--- src/rtl/krv_uart_rx.sv ---
// krv_uart_rx: 16x-oversampled UART receiver feeding a show-ahead receive FIFO.
// Build option: define KRV_UART_RX_PARITY_EN to add an even-parity bit (8E1); default is 8N1.
module krv_uart_rx #(
  parameter int unsigned FIFO_DEPTH = 4,
  parameter int unsigned DIV_WIDTH  = 16
) (
  input  logic                        i_cpu_clk,
  input  logic                        i_porn,
  input  logic                        i_uart_rx,
  input  logic                        i_rx_en,
  input  logic [DIV_WIDTH-1:0]        i_baud_div,
  input  logic                        i_rd_en,
  input  logic                        i_err_clr,
  output logic [7:0]                  o_rx_data,
  output logic                        o_rx_valid,
  output logic [$clog2(FIFO_DEPTH):0] o_fifo_cnt,
  output logic                        o_rx_overrun,
  output logic                        o_frame_err,
  output logic                        o_parity_err
);

  localparam int unsigned AW = $clog2(FIFO_DEPTH);
  localparam logic [AW:0] FullCnt = (AW+1)'(FIFO_DEPTH);

`ifdef KRV_UART_RX_PARITY_EN
  typedef enum logic [2:0] {StIdle, StStart, StData, StPar, StStop} state_e;
`else
  typedef enum logic [2:0] {StIdle, StStart, StData, StStop} state_e;
`endif

  state_e               r_state;
  logic [2:0]           r_sync;
  logic [DIV_WIDTH-1:0] r_tcnt;
  logic [3:0]           r_sc;
  logic [2:0]           r_bc;
  logic [7:0]           r_shift;
  logic                 r_push;
  logic                 r_frame_err;
  logic                 r_overrun;
  logic [7:0]           r_mem [FIFO_DEPTH];
  logic [AW-1:0]        r_wptr;
  logic [AW-1:0]        r_rptr;
  logic [AW:0]          r_cnt;

  logic w_rxs;
  logic w_fall;
  logic w_start;
  logic w_tick;
  logic w_pop;
  logic w_wr;

  // r_sync[1] is the synchronised line; r_sync[2] is its previous value for edge detection.
  assign w_rxs   = r_sync[1];
  assign w_fall  = r_sync[2] & ~r_sync[1];
  assign w_start = (r_state == StIdle) && i_rx_en && w_fall;
  assign w_tick  = i_rx_en && (r_tcnt == '0);

  always_ff @(posedge i_cpu_clk or negedge i_porn) begin
    if (!i_porn) begin
      r_sync <= 3'b111;
    end else begin
      r_sync <= {r_sync[1:0], i_uart_rx};
    end
  end

  always_ff @(posedge i_cpu_clk or negedge i_porn) begin
    if (!i_porn) begin
      r_tcnt <= '0;
    end else if (w_start) begin
      r_tcnt <= i_baud_div;
    end else if (i_rx_en) begin
      r_tcnt <= w_tick ? i_baud_div : r_tcnt - DIV_WIDTH'(1);
    end
  end

  always_ff @(posedge i_cpu_clk or negedge i_porn) begin
    if (!i_porn) begin
      r_state     <= StIdle;
      r_sc        <= '0;
      r_bc        <= '0;
      r_shift     <= '0;
      r_push      <= 1'b0;
      r_frame_err <= 1'b0;
    end else begin
      r_push <= 1'b0;
      if (i_err_clr) begin
        r_frame_err <= 1'b0;
      end
      if (!i_rx_en) begin
        r_state <= StIdle;
      end else begin
        unique case (r_state)
          StIdle: begin
            if (w_fall) begin
              r_state <= StStart;
              r_sc    <= '0;
            end
          end
          StStart: begin
            if (w_tick) begin
              if (r_sc == 4'd7) begin
                r_sc    <= '0;
                r_bc    <= '0;
                r_state <= w_rxs ? StIdle : StData;
              end else begin
                r_sc <= r_sc + 4'd1;
              end
            end
          end
          StData: begin
            if (w_tick) begin
              r_sc <= r_sc + 4'd1;
              if (r_sc == 4'd15) begin
                r_shift <= {w_rxs, r_shift[7:1]};
                r_bc    <= r_bc + 3'd1;
                if (r_bc == 3'd7) begin
`ifdef KRV_UART_RX_PARITY_EN
                  r_state <= StPar;
`else
                  r_state <= StStop;
`endif
                end
              end
            end
          end
`ifdef KRV_UART_RX_PARITY_EN
          StPar: begin
            if (w_tick) begin
              r_sc <= r_sc + 4'd1;
              if (r_sc == 4'd15) begin
                r_state <= StStop;
              end
            end
          end
`endif
          StStop: begin
            if (w_tick) begin
              r_sc <= r_sc + 4'd1;
              if (r_sc == 4'd15) begin
                r_state <= StIdle;
                if (w_rxs) begin
                  r_push <= 1'b1;
                end else begin
                  r_frame_err <= 1'b1;
                end
              end
            end
          end
          default: r_state <= StIdle;
        endcase
      end
    end
  end

`ifdef KRV_UART_RX_PARITY_EN
  logic r_parity_err;

  // Parity is judged on its own sample; the byte still goes out if the stop bit is good.
  always_ff @(posedge i_cpu_clk or negedge i_porn) begin
    if (!i_porn) begin
      r_parity_err <= 1'b0;
    end else begin
      if (i_err_clr) begin
        r_parity_err <= 1'b0;
      end
      if (i_rx_en && (r_state == StPar) && w_tick && (r_sc == 4'd15) && (w_rxs != ^r_shift)) begin
        r_parity_err <= 1'b1;
      end
    end
  end

  assign o_parity_err = r_parity_err;
`else
  assign o_parity_err = 1'b0;
`endif

  // A full FIFO still accepts a push when the same edge pops the head.
  assign w_pop = i_rd_en && (r_cnt != '0);
  assign w_wr  = r_push && ((r_cnt != FullCnt) || w_pop);

  always_ff @(posedge i_cpu_clk) begin
    if (w_wr) begin
      r_mem[r_wptr] <= r_shift;
    end
  end

  always_ff @(posedge i_cpu_clk or negedge i_porn) begin
    if (!i_porn) begin
      r_wptr    <= '0;
      r_rptr    <= '0;
      r_cnt     <= '0;
      r_overrun <= 1'b0;
    end else begin
      if (w_wr) begin
        r_wptr <= r_wptr + AW'(1);
      end
      if (w_pop) begin
        r_rptr <= r_rptr + AW'(1);
      end
      if (w_wr && !w_pop) begin
        r_cnt <= r_cnt + (AW+1)'(1);
      end else if (!w_wr && w_pop) begin
        r_cnt <= r_cnt - (AW+1)'(1);
      end
      if (i_err_clr) begin
        r_overrun <= 1'b0;
      end
      if (r_push && !w_wr) begin
        r_overrun <= 1'b1;
      end
    end
  end

  assign o_rx_valid   = (r_cnt != '0);
  assign o_rx_data    = o_rx_valid ? r_mem[r_rptr] : 8'h00;
  assign o_fifo_cnt   = r_cnt;
  assign o_rx_overrun = r_overrun;
  assign o_frame_err  = r_frame_err;

endmodule

--- config.mk ---
export PLATFORM = sky130hd
export DESIGN_NAME = krv_uart_rx
export DESIGN_NICKNAME = d
export VERILOG_FILES = /design/src/rtl/krv_uart_rx.sv
export SDC_FILE = /design/constraint.sdc
export NUM_CORES = 1
export LEC_CHECK = 0
export CORE_ASPECT_RATIO = 0.7
export CORE_MARGIN = 8
export CORE_UTILIZATION = 55
export CTS_BUF_LIST = sky130_fd_sc_hd__clkbuf_16
export DETAILED_ROUTE_END_ITERATION = 6
export GPL_TIMING_DRIVEN = 0
export PLACE_DENSITY = 0.77
export SETUP_SLACK_MARGIN = 0.3
export SKIP_LAST_GASP = 1
export SYNTH_ARGS = -nofsm -noshare
export SYNTH_HDL_FRONTEND = slang
export SYNTH_SLANG_ARGS = --single-unit
--- constraint.sdc ---
create_clock -name i_cpu_clk -period 5.6 [get_ports i_cpu_clk]
set_input_delay 0.84 -clock i_cpu_clk [delete_from_list [all_inputs] [get_ports i_cpu_clk]]
set_output_delay 0.84 -clock i_cpu_clk [all_outputs]
set_load 0.05 [all_outputs]
### After elaboration in Yosys (flattened, before gate mapping)

Memory sizes are Yosys's and may differ from the RTL's.
Cells that the tools add are included.

| word-level totals | value |
|---|---|
| memory bits (writable) | 32 |
| memories | 1 |
| word-level logic and storage cells | 109 |
| flip-flop bits (word level) | 47 |

Memory list:

| memory | depth | bits a word | rd ports | clocked after memory_dff | write ports | line | source |
|---|---|---|---|---|---|---|---|
| r_mem | 4 | 8 | 1 | 0 | 1 | 40 | `logic [7:0] r_mem [FIFO_DEPTH];` |

| operators by class | value |
|---|---|
| bitwise logic cells | 2 |
| equality and inequality tests | 21 |
| multiplexer cells | 42 |
| reductions and logical operators | 24 |
| $add $sub $neg | 7 |

Operators by type and width:

| kind | count |
|---|---|
| $mux W16 | 3 |
| $mux W3 | 15 |
| $ne A3 B3 Y1 const B | 9 |
| $logic_not A16 Y1 | 1 |
| $mux W4 | 4 |
| $sub A16 B1 Y16 const B | 1 |
| $mux W1 | 15 |
| $pmux W3 S4 | 1 |
| $pmux W4 S3 | 1 |
| $ne A2 B2 Y1 const B | 5 |
| $logic_and A1 B1 Y1 | 8 |
| $mux W8 | 1 |
| $reduce_and A8 Y1 | 1 |
| $reduce_bool A2 Y1 | 4 |
| $add A3 B1 Y3 const B | 2 |
| $eq A3 B2 Y1 const B | 2 |
| $pmux W3 S2 | 1 |
| $reduce_and A6 Y1 | 1 |
| $reduce_bool A3 Y1 | 2 |
| $reduce_and A5 Y1 | 1 |
| $add A2 B1 Y2 const B | 2 |
| $add A4 B1 Y4 const B | 1 |
| $eq A4 B3 Y1 const B | 1 |
| $eq A4 B4 Y1 const B | 1 |
| other kinds (12) | 13 |

### Depth between registers and ports, before layout

| depth | value |
|---|---|
| depth after elaboration | 8 |
| depth in mapped cells | 10 |

### Least setup slack after synthesis

OpenSTA, ideal clock, no wires.

| timing | value |
|---|---|
| path type | register -> output |
| from | register r_cnt[0] (netlist: o_fifo_cnt[0]) |
| to | output o_rx_data[0] |
| path slack | 2.758 ns |
| cell stages (with the launch flop) | 4 |
| arrival time | 2.002 ns |
| cell sequence | dfrtp_1 -> or3_1 -> clkbuf_1 -> and2_1 |

| on the way | value |
|---|---|
| longest elaborated chain between the ends | 2 |

Ends and longest elaborated chain:

| element | line | source |
|---|---|---|
| start: declaration | 43 | `logic [AW:0] r_cnt;` |
| start signal: assignment | 201 | `r_cnt <= r_cnt + (AW+1)'(1);` |
| start signal: assignment | 203 | `r_cnt <= r_cnt - (AW+1)'(1);` |
| $reduce_bool A3 Y1 | 214 | `assign o_rx_valid = (r_cnt != '0);` |
| named net o_rx_valid | 15 | `output logic o_rx_valid,` |
| $mux W8 | 215 | `assign o_rx_data = o_rx_valid ? r_mem[r_rptr] : 8'h00;` |
| end: declaration | 14 | `output logic [7:0] o_rx_data,` |

The timed path passes the listed nets, and every way through them passes these cells.

### Worst setup path in the final report

| timing | value |
|---|---|
| from | register r_rptr[0] |
| to | output o_rx_data[6] |

| on the way | value |
|---|---|
| longest elaborated chain between the ends | 2 |

Ends and longest elaborated chain:

| element | line | source |
|---|---|---|
| start: declaration | 42 | `logic [AW-1:0] r_rptr;` |
| start signal: assignment | 198 | `r_rptr <= r_rptr + AW'(1);` |
| $mem_v2 Z4 W8 | -- |  |
| $mux W8 | 215 |  |

Every way passes these cells.

==> run metrics <==
number of buffer and inverter stages on the critical path=2; Initial Utilization=between 50% and 60%; Worst setup SP type=flop; asr flop ratio synth=around three fifths; CTS sink count=78; Finish-stage setup viols=0; Setup TNS=0 ps; Slew Viols, Final=0; routed wire length per instance=17.5 µm; fraction of layout cells with a size suffix above 1=12.5%; CTS root buf=clkbuf_16; internal power consumption=between 0.0009 and 0.001 W; vias in the first global route=2698; Hold Vio Cnt, Final=0; antenna violations before repair=0; crit-path max cell delay=700 ps; critical path capture point type=primary output; P_sw=around 0.00035 W; area leader, netlist=dfrtp_1; max-cap violations=0; clock group share of total power=between 40 and 50%; top_reg_cell synth=dfrtp_1; terminus of the critical flop-to-flop path=r_tcnt[2]; CP Cell Sequence=clkbuf_1, mux4_2, and2_1, clkdlybuf4s50_1; largest net degree at the start of global routing=31; IO Pins=37; Area growth syn-to-layout=19.8%; Post-DRT Antenna Nets=0; TritonRoute pass-1 iters=5; Syn Inst Count=approximately 330; antenna cells=0; Final HPWL DP=5.83 mm; max frequency=between 200 and 300 MHz; CP max FO=10; status=finished, final reports clean; Post-Route WL=8.24 mm; CTS tree=built; unrepaired setup endpoints after global routing=no; Worst-Margin Slew=between 800 and 900 ps; Yosys cell types=51; combinational cell fraction of total power=8.9%; Worst R2R Setup Slack=~3000 ps; skew final=around 3.7 ps; sequential share of power=roughly half; mapped cell area=3820 µm²; P per Cell Area=291 nW/µm²; clk slew on worst S/H paths=60 ps; R2R cell count=8; Net Sw Frac=25.9%; Nets=404; Die Area=9910 µm²; Tcrit/Tclk final=63.9%; VDD IR max=0.207 mV; die height=around 86 µm; average size of a mapped cell=11.8 µm²; die width=about 120 µm; Yosys reg bits=78; sequential area share after synthesis=55.4%; relative slew slack=43.7%; Routability Congestion=0.868; routed vias=between 2000 and 3000; post-CTS setup buffer count=0; core area=6730 µm²; CP top delay family=buffers and inverters; Via-to-Cell Ratio=5.89; DRT iter0 DRCs=between 200 and 250; yosys warns=0; slowest CP cell=clkdlybuf4s50_1; clk buf depth=2; WP depth=4; syn nets=358; CTS hold repair buffers=0; GR Util All Layers=17.3%; Final Util=68.1%; Post-synth EDFFs=32; end of the critical path=o_rx_data[6]; path type of the worst setup path=flop to primary output; crit path time final=3580 ps; launch point of the worst path=r_rptr[0]; Arr. time, crit path=2740 ps; worst r2r src=r_tcnt[11]; worst hold path type=flop to flop; IO buf count=34; CTS buffer count=9; # DRC=0; post-CTS sizing=0; P_leak=1.90 nW; H-tree levels=3; worst skew pair latency=around 330 ps; Area contributors post-synth=dfrtp_1, edfxtp_1, mux4_2; Worst EP required=4760 ps; Row Count=25; GRT overflow=0; post-synth top area share=28.2%; first-pass GRT wire length=around 14 mm
-- cell usage after synthesis, types with 3 or more instances --
cell,n
a21oi_1,5
o22ai_1,6
nor2_1,17
mux2_4,5
nor2b_1,3
clkbuf_1,16
dfrtp_1,43
and2_1,14
nand2_1,18
xnor2_1,5
edfxtp_1,32
mux2i_1,6
dfstp_2,3
nand4_1,9
nand3_1,11
nor4_1,6
inv_1,20
or3_1,3
nand3b_1,4
mux4_2,8
a21boi_0,4
mux2_2,4
a22oi_1,8
ha_1,10
nor3_1,5
o21ai_0,24
or4_1,4
-- logic make-up (layout without fill, tap and decap cells) --
kind of cell,count (synthesis),count (layout),share of synthesized area (%)
other cells,1,1,0.0981
xor+xnor,7,7,1.60
flops,78,78,55.4
mux,23,23,9.43
compound gates,58,58,9.59
simple gates,106,106,15.7
fa+ha+maj,11,11,3.80
buf+inv,41,92,4.39
-- state kept, by name, indices dropped and copies added, names as in the netlist --
register,flops
r_tcnt,16
r_sync,3
r_rptr,2
o_frame_err,1
r_bc,3
o_fifo_cnt,3
r_mem,32
r_shift,8
r_push,1
o_rx_overrun,1
r_state,2
r_sc,4
r_wptr,2
-- metrics by stage --
step	area, µm²	setup WS [ps]	hold slack (ps)	power [W]	cells
finish	4580	2020	365	0.00133	470
global route	4580	1910	366	0.00138	470
CTS	4580	1990	364	0.00134	470
detailed placement	4290	2350	356	0.000796	454
global placement	4280	2360	346	0.000789	453
floorplan	3820	2760	345	0.000743	325
-- layout make-up --
type	count	area (µm²)
clock inverter	7	57.6
clock buffer	9	225
fill	490	2150
multi-input combinational	206	1540
buffer	21	92.6
sequential	78	2120
tap	94	118
timing repair buffer	35	355
inverter	20	75.1
-- how the worst min path moves through the flow --
stage | from | to | slack [ps] | cells past startpoint
after global placement | r_sync[0] | r_sync[1] | 350 | 0
after detailed placement | r_sync[0] | r_sync[1] | 360 | 0
final | r_sync[0] | r_sync[1] | 360 | 0
after floorplan | r_sync[0] | r_sync[1] | 350 | 0
after global routing | r_sync[0] | r_sync[1] | 370 | 0
after CTS | r_sync[0] | r_sync[1] | 360 | 0
-- metal layers --
metal	track usage [%]	wire length [µm]	vias to the layer above	part of all wire (%)
met4	4.34	64	0	0.78
met5	0	0	-	0
met2	25.6	3750	110	46
met1	24.3	3820	1360	46
li1	-	-	1287	-
met3	4.98	597	9	7.2
-- cells in the final DEF, fill, tap and decap left out, types with 5 or more instances in the layout --
cell	synthesis	final
dfrtp_1	43	43
ha_1	10	10
edfxtp_1	32	32
nor2_1	17	17
o21ai_0	24	24
clkbuf_1	16	16
a21oi_1	5	5
nor3_1	5	5
o22ai_1	6	6
nor4_1	6	6
and2_1	14	14
mux4_2	8	8
nand3_1	11	11
mux2_4	5	5
clkdlybuf4s50_1	0	33
a22oi_1	8	8
nand4_1	9	9
mux2i_1	6	6
nand2_1	18	18
xnor2_1	5	5
clkbuf_16	0	9
inv_1	20	20
-- power by group through the flow --
stage                     clock network [W]  registers, W  logic (W)
final                              0.000544      0.000670   0.000118
after detailed placement                  0      0.000678   0.000117
after global placement                    0      0.000677   0.000112
after floorplan                           0      0.000667  0.0000761
after CTS                          0.000550      0.000668   0.000118
after global routing               0.000575      0.000676   0.000132
Note: power is estimated with default switching activity, not from simulation.
